$ cat config.mk
export PLATFORM = sky130hd
export DESIGN_NAME = msk_rx_acq_ctrl
export DESIGN_NICKNAME = d
export VERILOG_FILES = /design/src/rtl/msk_rx_pkg.sv /design/src/rtl/msk_lock_det.sv /design/src/rtl/msk_rx_acq_ctrl.sv
export SDC_FILE = /design/constraint.sdc
export NUM_CORES = 1
export LEC_CHECK = 0
export ABC_AREA = 1
export CAP_MARGIN = 25
export CORE_MARGIN = 1
export CORE_UTILIZATION = 45
export CTS_BUF_LIST = sky130_fd_sc_hd__clkbuf_8
export DETAILED_ROUTE_END_ITERATION = 10
export GPL_TIMING_DRIVEN = 1
export MAX_ROUTING_LAYER = met4
export PLACE_DENSITY = 0.72
export SKIP_CTS_REPAIR_TIMING = 1
export SLEW_MARGIN = 20
export SYNTH_ARGS = -nofsm -noshare
export SYNTH_HDL_FRONTEND = slang
export SYNTH_SLANG_ARGS = --single-unit
$ cat constraint.sdc
create_clock -name clk -period 2 [get_ports clk]
set_input_delay 0.2 -clock clk [delete_from_list [all_inputs] [get_ports clk]]
set_output_delay 0.2 -clock clk [all_outputs]
set_load 0.03 [all_outputs]
$ cat src/rtl/msk_rx_pkg.sv
// Shared types and constants for the MSK RX acquisition sequencer.
// Lock-detector counter widths are derived from each target inside msk_lock_det.
package msk_rx_pkg;

    typedef enum logic [2:0] {
        ST_IDLE     = 3'd0,
        ST_TIM_ACQ  = 3'd1,
        ST_CFO_CRS  = 3'd2,
        ST_CFO_FINE = 3'd3,
        ST_LOCKED   = 3'd4
    } acq_state_t;

    localparam int WERR        = 18;
    localparam int EW          = 24;
    localparam int TED_THR     = 2048;
    localparam int PD_THR      = 65536;
    localparam int TIM_LOCK_N  = 64;
    localparam int PD_LOCK_N   = 128;
    localparam int LOSS_N      = 32;
    localparam int TIMEOUT_SYM = 4096;

    // Counter width able to hold 0..n inclusive, so a count can sit at its target.
    function automatic int cnt_w(input int n);
        return $clog2(n + 1);
    endfunction

    localparam int SYM_CW = cnt_w(TIMEOUT_SYM);

endpackage

$ cat src/rtl/msk_lock_det.sv
// Error-magnitude qualifier: |err| < THR is good; tracks good and bad runs.
// good_o/bad_o fire combinationally on the strobe that completes a run of N / BAD_N.
module msk_lock_det
    import msk_rx_pkg::*;
#(
    parameter int W     = 18,
    parameter int THR   = 2048,
    parameter int N     = 64,
    parameter int BAD_N = N
) (
    input  logic                clk,
    input  logic                reset_n,
    input  logic                clr,
    input  logic                val,
    input  logic signed [W-1:0] err,
    output logic                good_o,
    output logic                bad_o
);

    localparam int GW = cnt_w(N);
    localparam int BW = cnt_w(BAD_N);
    localparam logic [W-1:0] MOST_NEG = {1'b1, {(W-1){1'b0}}};
    localparam logic [W-1:0] MAX_POS  = {1'b0, {(W-1){1'b1}}};

    logic [W-1:0]  mag;
    logic          is_good;
    logic [GW-1:0] good_cnt;
    logic [BW-1:0] bad_cnt;

    // Full-width magnitude; the most-negative code has no positive twin, so clamp it.
    always_comb begin
        mag = err;
        if (err == MOST_NEG)
            mag = MAX_POS;
        else if (err[W-1])
            mag = -err;
    end

    assign is_good = mag < W'(THR);
    assign good_o  = val &  is_good & (good_cnt >= GW'(N - 1));
    assign bad_o   = val & ~is_good & (bad_cnt  >= BW'(BAD_N - 1));

    always_ff @(posedge clk or negedge reset_n) begin
        if (!reset_n) begin
            good_cnt <= '0;
            bad_cnt  <= '0;
        end else if (clr) begin
            good_cnt <= '0;
            bad_cnt  <= '0;
        end else if (val) begin
            if (is_good) begin
                good_cnt <= (good_cnt == GW'(N)) ? good_cnt : good_cnt + 1'b1;
                bad_cnt  <= '0;
            end else begin
                good_cnt <= '0;
                bad_cnt  <= (bad_cnt == BW'(BAD_N)) ? bad_cnt : bad_cnt + 1'b1;
            end
        end
    end

endmodule

$ cat src/rtl/msk_rx_acq_ctrl.sv
// MSK RX acquisition sequencer: timing lock -> coarse CFO -> fine carrier lock,
// with per-state symbol timeout, loss-of-lock re-acquisition and a retry counter.
module msk_rx_acq_ctrl
    import msk_rx_pkg::*;
(
    input  logic                   clk,
    input  logic                   reset_n,
    input  logic                   enable_i,
    input  logic                   sym_valid_i,
    input  logic signed [WERR-1:0] ted_err_i,
    input  logic                   ted_err_val_i,
    input  logic                   cfo_done_i,
    input  logic signed [EW-1:0]   pd_err_i,
    input  logic                   pd_err_val_i,
    output logic                   tim_loop_en_o,
    output logic                   loop_rst_o,
    output logic                   cfo_en_o,
    output logic                   nco_load_o,
    output logic                   fine_en_o,
    output logic                   lock_o,
    output logic [2:0]             state_o,
    output logic [7:0]             retry_cnt_o
);

    acq_state_t        state_q, state_d;
    logic [SYM_CW-1:0] sym_cnt;
    logic [7:0]        retry_cnt;
    logic              loop_rst_q, nco_load_q;
    logic              rst_pulse, ld_pulse, retry, entry, tmo, in_acq;
    logic              ted_lock, ted_bad_unused, pd_lock, pd_loss;

    msk_lock_det #(.W(WERR), .THR(TED_THR), .N(TIM_LOCK_N)) u_ted_det (
        .clk    (clk),
        .reset_n(reset_n),
        .clr    (entry),
        .val    (ted_err_val_i),
        .err    (ted_err_i),
        .good_o (ted_lock),
        .bad_o  (ted_bad_unused)
    );

    // The PD bad-run output doubles as the loss-of-lock detector.
    msk_lock_det #(.W(EW), .THR(PD_THR), .N(PD_LOCK_N), .BAD_N(LOSS_N)) u_pd_det (
        .clk    (clk),
        .reset_n(reset_n),
        .clr    (entry),
        .val    (pd_err_val_i),
        .err    (pd_err_i),
        .good_o (pd_lock),
        .bad_o  (pd_loss)
    );

    assign in_acq = (state_q == ST_TIM_ACQ) || (state_q == ST_CFO_CRS) || (state_q == ST_CFO_FINE);
    assign tmo    = in_acq && sym_valid_i && (sym_cnt == SYM_CW'(TIMEOUT_SYM - 1));

    always_ff @(posedge clk or negedge reset_n) begin
        if (!reset_n) state_q <= ST_IDLE;
        else          state_q <= state_d;
    end

    // Priority inside each branch: lock/done first, timeout last.
    always_comb begin
        state_d   = state_q;
        rst_pulse = 1'b0;
        ld_pulse  = 1'b0;
        retry     = 1'b0;
        if (!enable_i) begin
            state_d = ST_IDLE;
        end else begin
            case (state_q)
                ST_IDLE: begin
                    state_d   = ST_TIM_ACQ;
                    rst_pulse = 1'b1;
                end
                ST_TIM_ACQ: begin
                    if (ted_lock) state_d = ST_CFO_CRS;
                    else if (tmo) retry = 1'b1;
                end
                ST_CFO_CRS: begin
                    if (cfo_done_i) begin
                        state_d  = ST_CFO_FINE;
                        ld_pulse = 1'b1;
                    end else if (tmo) retry = 1'b1;
                end
                ST_CFO_FINE: begin
                    if (pd_lock)  state_d = ST_LOCKED;
                    else if (tmo) retry = 1'b1;
                end
                ST_LOCKED: begin
                    if (pd_loss) retry = 1'b1;
                end
                default: state_d = ST_IDLE;
            endcase
            if (retry) begin
                state_d   = ST_TIM_ACQ;
                rst_pulse = 1'b1;
            end
        end
    end

    // A timeout re-enters TIM_ACQ from itself, which still counts as an entry.
    assign entry = (state_d != state_q) || retry;

    always_ff @(posedge clk or negedge reset_n) begin
        if (!reset_n) begin
            sym_cnt    <= '0;
            retry_cnt  <= '0;
            loop_rst_q <= 1'b0;
            nco_load_q <= 1'b0;
        end else begin
            loop_rst_q <= rst_pulse;
            nco_load_q <= ld_pulse;
            if (entry)                    sym_cnt <= '0;
            else if (in_acq && sym_valid_i) sym_cnt <= sym_cnt + 1'b1;
            if (retry && retry_cnt != 8'hFF) retry_cnt <= retry_cnt + 1'b1;
        end
    end

    always_comb begin
        tim_loop_en_o = 1'b0;
        cfo_en_o      = 1'b0;
        fine_en_o     = 1'b0;
        lock_o        = 1'b0;
        case (state_q)
            ST_TIM_ACQ:  tim_loop_en_o = 1'b1;
            ST_CFO_CRS:  begin tim_loop_en_o = 1'b1; cfo_en_o = 1'b1; end
            ST_CFO_FINE: begin tim_loop_en_o = 1'b1; fine_en_o = 1'b1; end
            ST_LOCKED:   begin tim_loop_en_o = 1'b1; fine_en_o = 1'b1; lock_o = 1'b1; end
            default: ;
        endcase
    end

    assign loop_rst_o  = loop_rst_q;
    assign nco_load_o  = nco_load_q;
    assign state_o     = state_q;
    assign retry_cnt_o = retry_cnt;

endmodule
==> flow_summary.toml, run 1 <==
[place]
dpl-instance-area_um2 = 5207
hpwlAfterDp_um = 7214
gp_congestion = 0.9341
dpl.cell_count = 763
numPortBuffers = 65
post-place-ws_ns = -0.7474

[timing]
fmax_mhz = 405.7
finalHoldViolations = 0
fin_ws_ns = -0.4650
rsz0062_at_grt = "yes"
timing.final.crit_period_ns = 2.465
finalMaxSlewViolations = 0
slew-limit-headroom_pct = 75.28
clock_skew_ns = 0.01323
worstMarginPinSlew_ns = 0.3691
fin_hold_ws_ns = 0.3898
final.period_utilization_pct = 123.3
setup_viol = 42

[cts]
clockBufferDepth = 2
h-tree-depth = 2
clk_pin_slew_ns = 0.10
cts_tree = "done"
clk-insertion-delay-late_ns = 0.32
clock-sinks = 47
cts_buffers = 5
cts_root_buffer = "clkbuf_8"

[global_routing]
grt_usage_pct = 22.81
grt_pass1_wl_um = 15610
antenna_found_initial = 0
grt-ovfl-total = 0
first_global_vias = 3677
grt_max_degree = 48

[critical_path]
critPathCaptureType = "register"
critical_path_class = "register to register"
rr_startpoint = "state_o[2]"
critPathRequiredTime_ns = 2.21
arrival_ns = 2.67
critPathLaunchType = "register"
reg2reg_slack_ns = -0.47
path_max_fanout = 7
reg2reg_depth = 21
regToRegEndpoint = "u_pd_det.bad_cnt[5]"

[drt]
ant_nets = 0
drt-pass1-iter-count = 4
drtIter0Drc = 190
wire_per_inst_um = 13.74
via_count = 3965
wirelength_um = 10840
drc_errors = 0
via_per_inst = 5.025

[floorplan]
die_y_um = 93.83
fp.dieArea_um2 = 8804
start_util_pct = 46.42
rows = 33
die_w_um = 93.83
io_pins = 66
core_area_um2 = 8175

[layout]
syn_to_final_growth_pct = 55.06
insertedDiodeCount = 0
register_area_um2 = 1180
design_area_um2 = 5884
fin_nets = 740
drive_gt1_share_pct = 35.82
mostFrequentLayoutCell = "nand2_1"
final_cells = 789
multi_input_area_um2 = 2556
fillCellCount = 596
mostFrequentLayoutCells = "nand2_1, buf_4, inv_1, nor2_4, dfrtp_1"

[yosys]
synth.largest_area_cell = "dfrtp_1"
synth-seq-cells = 47
ys_async_sr_fraction_pct = 100.0
synth_nets = 572
synth_ff_type = "dfrtp_1"
netlist_instances = 515
synth-edff-count = 0
ys_types = 33
syn_area_um2 = 3795
syn_area_per_cell_um2 = 7.369
ys_warn_count = 0
seq_area_frac_synth_pct = 30.99
synthTopCellsByArea = "dfrtp_1, nand2_1, nor2_4"
yosysTopAreaCellShare_pct = 30.99

[pwr]
leakage_nw = 2.941
seqPwrFrac_pct = 39.9
pwr-share-comb_pct = 29.8
p_sw_share_pct = 32.18
power.internal_mw = 1.671
clkPwrFrac_pct = 30.4
vdd_ir_drop_max_mv = 0.4125
finalPower_mw = 2.464
p_per_area_nw_per_um2 = 418.7
switchingPower_mw = 0.7928

[run]
drv_cap = 0

[hold_path]
hp-class = "input port to asynchronous set/reset pin"

[status]
violations = "setup timing"
status = "complete, but fails checks"
-- per-stage QoR --
| stage | setup TNS (ns) | utilization, % |
|---|---|---|
| finish | -17.48 | 71.98 |
| global route | -22.92 | 71.98 |
| CTS | -17.26 | 65.12 |
| detailed placement | -30.58 | 63.70 |
| global placement | -28.25 | 63.70 |
| floorplan | -10.13 | - |
-- layout make-up --
type | count | share of cell area, %
Multi-Input combinational cell | 383 | 43.44
Timing Repair Buffer | 167 | 27.22
Sequential cell | 47 | 20.05
Inverter | 79 | 5.082
Tap cell | 105 | 2.233
Clock buffer | 5 | 1.169
Clock inverter | 3 | 0.8080
-- registers in the layout (all words and copies together), names as in the netlist --
name,cells
loop_rst_o,1
nco_load_o,1
retry_cnt_o,8
state_o,3
sym_cnt,13
u_pd_det.bad_cnt,6
u_pd_det.good_cnt,8
u_ted_det.good_cnt,7
-- synthesized netlist by cell type, types with 9 or more instances --
cell type	count
nor2_4	35
inv_1	77
xor2_1	18
nand3b_1	9
nand4_1	9
o21ai_0	20
nand2_1	110
nor2_1	59
nor2_2	9
nand3_1	45
xnor2_1	9
dfrtp_1	47
-- critical path, cell delays in order, from the launching register on --
cell and delay [ns]:
dfrtp_2 0.45, inv_4 0.07, nand2_4 0.04, nor2_4 0.11, nand4_4 0.10, inv_2 0.10
nand2_4 0.06, nor2_4 0.13, nand4_4 0.11, nor2_4 0.14, nand2_1 0.06, nand2_2 0.10
nand2_2 0.08, nand2_4 0.09, nand2_4 0.07, nand2_2 0.07, inv_2 0.04, nand2_2 0.07
nor2_4 0.04, nand2_4 0.15, clkbuf_16 0.21, nor2_4 0.03
-- worst max path at each step --
stage                      start                    to  slack, ns  depth (start not counted)
finish                state_o[2]   u_pd_det.bad_cnt[5]      -0.47                         21
global route        ted_err_i[0]   u_pd_det.bad_cnt[5]      -0.59                         22
CTS                 pd_err_i[16]  u_pd_det.good_cnt[7]      -0.44                         20
detailed placement  pd_err_i[16]  u_pd_det.good_cnt[7]      -0.75                         20
global placement    ted_err_i[3]  u_pd_det.good_cnt[7]      -0.70                         22
floorplan             state_o[2]   u_pd_det.bad_cnt[0]      -0.30                         21
-- power groups by stage --
stage	combinational, mW	sequential [mW]	clock, mW
5_1_grt	0.791	0.984	0.790
3_5_place_dp	0.641	0.998	0
3_3_place_gp	0.633	0.996	0
4_1_cts	0.649	0.980	0.751
6_report	0.733	0.982	0.749
2_1_floorplan	0.374	1.01	0
-- kinds of logic (layout without fill, tap and decap cells) --
| kind of cell | Yosys count | count (layout) | share of synthesized area [%] |
|---|---|---|---|
| simple gates | 309 | 309 | 44.35 |
| buf+inv | 85 | 254 | 9.859 |
| flops | 47 | 47 | 30.99 |
| compound gates | 36 | 36 | 5.078 |
| xor+xnor | 27 | 27 | 6.232 |
| fa+ha+maj | 8 | 8 | 2.638 |
| mux | 3 | 3 | 0.8572 |
-- layer usage --
layer	share of wire, %	wire (um)	vias up	global-route usage, %
li1	-	-	1962	-
met5	0	0	-	-
met1	41	4491	1891	26.73
met4	2.5	269	0	7.179
met3	3.1	337	24	3.641
met2	53	5738	88	39.96
Power figures use the tool's default switching activity.
==> inputs of run 2 (changes only) <==
--- a/config.mk
+++ b/config.mk
@@ -8,12 +8,12 @@
 export ABC_AREA = 1
 export CAP_MARGIN = 25
 export CORE_MARGIN = 1
-export CORE_UTILIZATION = 45
+export CORE_UTILIZATION = 50
 export CTS_BUF_LIST = sky130_fd_sc_hd__clkbuf_8
 export DETAILED_ROUTE_END_ITERATION = 10
 export GPL_TIMING_DRIVEN = 1
 export MAX_ROUTING_LAYER = met4
-export PLACE_DENSITY = 0.72
+export PLACE_DENSITY = 0.79
 export SKIP_CTS_REPAIR_TIMING = 1
 export SLEW_MARGIN = 20
 export SYNTH_ARGS = -nofsm -noshare
==> flow_summary.toml, run 2 (same netlist as run 1, synthesis figures left out) <==
[floorplan]
die_w_um = 89.12
die_y_um = 89.12
rows = 31
core_area_um2 = 7292
io_pins = 66
fp.dieArea_um2 = 7942
start_util_pct = 52.04

[cts]
clk-insertion-delay-late_ns = 0.33
clock-sinks = 47
cts_tree = "done"
clockBufferDepth = 2
cts_root_buffer = "clkbuf_8"
h-tree-depth = 2
clk_pin_slew_ns = 0.11
cts_buffers = 5

[timing]
setup_viol = 43
fmax_mhz = 390.1
finalSetupTns_ns = -20.52
slew-limit-headroom_pct = 57.65
fin_hold_ws_ns = 0.4253
clock_skew_ns = 0.02827
fin_ws_ns = -0.5634
finalMaxSlewViolations = 0
worstMarginPinSlew_ns = 0.6352
final.period_utilization_pct = 128.2
rsz0062_at_grt = "yes"
finalHoldViolations = 0
timing.final.crit_period_ns = 2.563

[drt]
wl_met2_um = 6426
top_layer = "met4"
wire_per_inst_um = 15.67
drt-pass1-iter-count = 5
via_per_inst = 5.365
drtIter0Drc = 238
via_count = 4174
drt-met1-wl_um = 4674
wirelength_um = 12190
wl_met3_um = 593
ant_nets = 0
drc_errors = 0

[layout]
insertedDiodeCount = 0
fin_nets = 735
mostFrequentLayoutCells = "nand2_1, buf_4, inv_1, nor2_4, dfrtp_1"
final_cells = 778
drive_gt1_share_pct = 35.64
final_util_pct = 79.43
top_register = "sym_cnt"
largest_register_ffs = 13
design_area_um2 = 5792
syn_to_final_growth_pct = 52.62
mostFrequentLayoutCell = "nand2_1"

[critical_path]
arrival_ns = 2.82
critical_path_class = "input port to register"
cp.buffers_inverters = 4
crit_top_cell = "nand2_4"
crit_family = "simple AND/OR/NAND/NOR gates"
critPathRequiredTime_ns = 2.26
crit_chain = "clkdlybuf4s50_1, inv_2, nand2_1, nor2_2, nand3_1, nand3_1, nand3_2, nor2_4, nand4_1, nand2_4, nand2_4, nand2_4, nand2_2, inv_2, nand2_2, nor2_4, nand2_8, buf_4, nor2_1"
crit_path_top_delay_cell = "clkdlybuf4s50_1"
slowest_delay_ns = 0.43
critPathLaunchType = "input port"
path_max_fanout = 8
critPathCaptureType = "register"

[pwr]
vdd_ir_drop_max_mv = 0.3442
leakage_nw = 2.892
p_per_area_nw_per_um2 = 403.6

[global_routing]
grt_max_degree = 28
grt_usage_pct = 24.38
grt-ovfl-total = 0
antenna_found_initial = 0
first_global_vias = 3597
grt_pass1_wl_um = 14760

[status]
status = "complete, but fails checks"
violations = "setup timing"

[place]
dpl-instance-area_um2 = 5165
hpwlAfterDp_um = 7399
dpl.cell_count = 756
numPortBuffers = 65
gp_congestion = 0.9665

[hold_path]
hp-class = "input port to asynchronous set/reset pin"

[run]
drv_cap = 0
-- run 2: cell types whose count changed in the layout (fill, tap and decap cells not counted), moves of 2 or more --
cell	previous run	this run
buf_6	6	4
clkdlybuf4s50_1	27	32
nor2_1	30	33
nand3_1	40	37
nor2_4	53	50
nand3_2	7	10
nand2_1	96	93
buf_12	4	2
dlymetal6s2s_1	35	30
nand2_4	7	10
-- run 2: power breakdown --
| part | switching (mW) | leakage, nW | internal [mW] |
|---|---|---|---|
| Combinational | 0.428 | 2.20 | 0.339 |
| Sequential | 0.0107 | 0.647 | 0.968 |
| Clock | 0.349 | 0.0493 | 0.243 |
-- run 2: worst paths after layout --
kind | from | endpoint | slack, ns | cells past startpoint
min in group clk | enable_i | nco_load_o | 0.49 | 3
max in group asynchronous | reset_n | sym_cnt[6] | 0.82 | 3
max reg2reg | state_o[2] | u_ted_det.good_cnt[1] | -0.54 | 20
min reg2reg | retry_cnt_o[6] | retry_cnt_o[6] | 0.52 | 1
max | pd_err_i[19] | u_ted_det.good_cnt[1] | -0.56 | 19
min | reset_n | retry_cnt_o[6] | 0.43 | 2
-- run 2: per-stage QoR --
step	worst slack (ns)	power, mW
final	-0.5634	2.338
after global placement	-0.7139	1.621
after floorplan	-0.3015	1.385
after CTS	-0.4555	2.212
after detailed placement	-0.7856	1.634
after global routing	-0.7235	2.435
-- run 2: cell type report --
type                    instances  area (um2)
clock buffers                   5       68.82
clock inverters                 3       17.52
fillers                       457        1500
inverters                      79       299.0
multi-input cells             383        2581
flip-flops and latches         47        1180
well taps                      99       123.9
repair buffers                162        1521
-- run 2: routing by layer --
metal,vias to the layer above,global-route usage [%]
met5,-,-
met4,0,6.494
met3,53,3.416
met2,163,44.83
met1,2008,27.66
li1,1950,-
==> inputs of run 3 (changes only) <==
--- a/config.mk
+++ b/config.mk
@@ -7,7 +7,7 @@
 export LEC_CHECK = 0
 export ABC_AREA = 1
 export CAP_MARGIN = 25
-export CORE_MARGIN = 1
+export CORE_MARGIN = 8
 export CORE_UTILIZATION = 50
 export CTS_BUF_LIST = sky130_fd_sc_hd__clkbuf_8
 export DETAILED_ROUTE_END_ITERATION = 10
==> flow_summary.toml, run 3 (same netlist as run 1, synthesis figures left out) <==
[run]
drv_cap = 0

[drt]
wirelength_um = 11950
via_per_inst = 5.229
drc_errors = 0
drtIter0Drc = 291
ant_nets = 0
wire_per_inst_um = 15.46
drt-pass1-iter-count = 5
via_count = 4042

[timing]
final.period_utilization_pct = 128.7
fin_ws_ns = -0.5749
timing.final.crit_period_ns = 2.575
fmax_mhz = 388.4
fin_hold_ws_ns = 0.3270
slew-limit-headroom_pct = 74.74
finalHoldViolations = 0
worstMarginPinSlew_ns = 0.3761
setup_viol = 42
finalMaxSlewViolations = 0
rsz0062_at_grt = "yes"
clock_skew_ns = 0.009649

[pwr]
seqPwrFrac_pct = 37.7
pwr-share-comb_pct = 29.0
switchingPower_mw = 0.7908
vdd_ir_drop_max_mv = 0.3617
leakage_nw = 2.810
power.internal_mw = 1.805
p_sw_share_pct = 30.46
p_per_area_nw_per_um2 = 453.2
clkPwrFrac_pct = 33.3

[cts]
clk_pin_slew_ns = 0.10
h-tree-depth = 2
clockBufferDepth = 2
cts_root_buffer = "clkbuf_8"
cts_tree = "done"
clock-sinks = 47
cts_buffers = 5
clk-insertion-delay-late_ns = 0.32

[hold_path]
hp-class = "input port to asynchronous set/reset pin"

[critical_path]
arrival_ns = 2.82
worst-path-stages = 17
critPathCaptureType = "register"
rr_startpoint = "u_pd_det.good_cnt[0]"
reg2reg_slack_ns = -0.57
crit_family = "simple AND/OR/NAND/NOR gates"
regToRegEndpoint = "u_ted_det.good_cnt[3]"
crit_chain = "ha_1, nand3_1, nand3b_1, o21ai_2, inv_1, nor2_1, nand3_1, nand2_1, nand2_1, nand3_1, nand2_2, inv_2, nand2_2, nor2_4, nand2_8, buf_12, nor2_2"
crit_path_top_delay_cell = "dfrtp_1"
reg2reg_depth = 17
critical_path_class = "register to register"
critPathRequiredTime_ns = 2.24
crit_start = "u_pd_det.good_cnt[0]"
path_max_fanout = 7
crit_top_cell = "nand3_1"
cp.buffers_inverters = 3
crit_end = "u_ted_det.good_cnt[3]"
slowest_delay_ns = 0.37
critPathLaunchType = "register"

[global_routing]
grt_usage_pct = 19.82
grt_max_degree = 18
antenna_found_initial = 0
grt_pass1_wl_um = 16530
grt-ovfl-total = 0
first_global_vias = 3803

[layout]
fin_nets = 730
syn_to_final_growth_pct = 50.97
mostFrequentLayoutCells = "nand2_1, buf_4, inv_1, nor2_4, dfrtp_1"
insertedDiodeCount = 0
mostFrequentLayoutCell = "nand2_1"
fillCellCount = 468
final_util_pct = 78.57
drive_gt1_share_pct = 33.38
top_register = "sym_cnt"
largest_register_ffs = 13

[floorplan]
fp.dieArea_um2 = 10630
die_w_um = 103.1
start_util_pct = 52.04
rows = 31
die_y_um = 103.1
core_area_um2 = 7292
io_pins = 66

[place]
gp_congestion = 0.9132
numPortBuffers = 65
hpwlAfterDp_um = 7926

[status]
violations = "setup timing"
status = "complete, but fails checks"
## run 3: changes by cell type in the layout (fill, tap and decap cells not counted), sizes merged
cell / change
clkinv: -2
clkinvlp: +1
clkdlybuf4s50: +5
inv: -1
dlymetal6s2s: -5
buf: -5
bufinv: +2
## run 3: per-stage QoR
stage | power [mW] | instances | worst slack (ns) | TNS [ns] | instance area, um2
final | 2.596 | 773 | -0.5749 | -20.15 | 5729
after global routing | 2.692 | 773 | -0.6982 | -25.65 | 5729
after CTS | 2.492 | 760 | -0.5776 | -21.24 | 5284
after detailed placement | 1.648 | 752 | -0.7758 | -30.74 | 5147
after global placement | 1.631 | 752 | -0.6773 | -26.58 | 5147
after floorplan | 1.385 | 515 | -0.3015 | -10.13 | 3830
## run 3: layer usage
metal | up-vias | global-route usage (%) | routed length (um) | part of all wire (%)
met5 | - | - | 0 | 0
met4 | 0 | 6.229 | 267 | 2.2
met3 | 35 | 3.444 | 642 | 5.4
met2 | 153 | 35.63 | 6302 | 53
met1 | 1916 | 21.70 | 4737 | 40
li1 | 1938 | - | - | -
## run 3: worst min-delay path by stage
stage	startpoint	to	slack, ns	depth (start not counted)
6_report	reset_n	sym_cnt[4]	0.33	2
5_1_grt	reset_n	sym_cnt[4]	0.35	2
4_1_cts	reset_n	sym_cnt[4]	-0.20	1
2_1_floorplan	reset_n	loop_rst_o	-0.1	0
3_3_place_gp	reset_n	sym_cnt[4]	0.13	1
3_5_place_dp	reset_n	sym_cnt[4]	0.14	1
## run 3: worst reg2reg max path, delay by kind of cell, from the launching register on
kind,cells,cell delay [ns]
fa+ha+maj,1,0.18
flops,1,0.37
buf+inv,3,0.28
simple gates,12,1.50
compound gates,1,0.16
## run 3: power groups by stage
stage	Combinational [mW]	Sequential (mW)	Clock, mW
3_3_place_gp	0.634	0.997	0
4_1_cts	0.655	0.979	0.858
5_1_grt	0.804	0.982	0.906
3_5_place_dp	0.650	0.998	0
6_report	0.753	0.979	0.864
2_1_floorplan	0.374	1.01	0
## run 3: cell type report
| cell class | instances | area, um2 | area share, % |
|---|---|---|---|
| Clock buffer | 5 | 68.82 | 1.201 |
| Clock inverter | 3 | 67.56 | 1.179 |
| Inverter | 79 | 301.5 | 5.263 |
| Multi-Input combinational cell | 383 | 2496 | 43.57 |
| Sequential cell | 47 | 1180 | 20.59 |
| Tap cell | 99 | 123.9 | 2.162 |
| Timing Repair Buffer | 157 | 1491 | 26.03 |
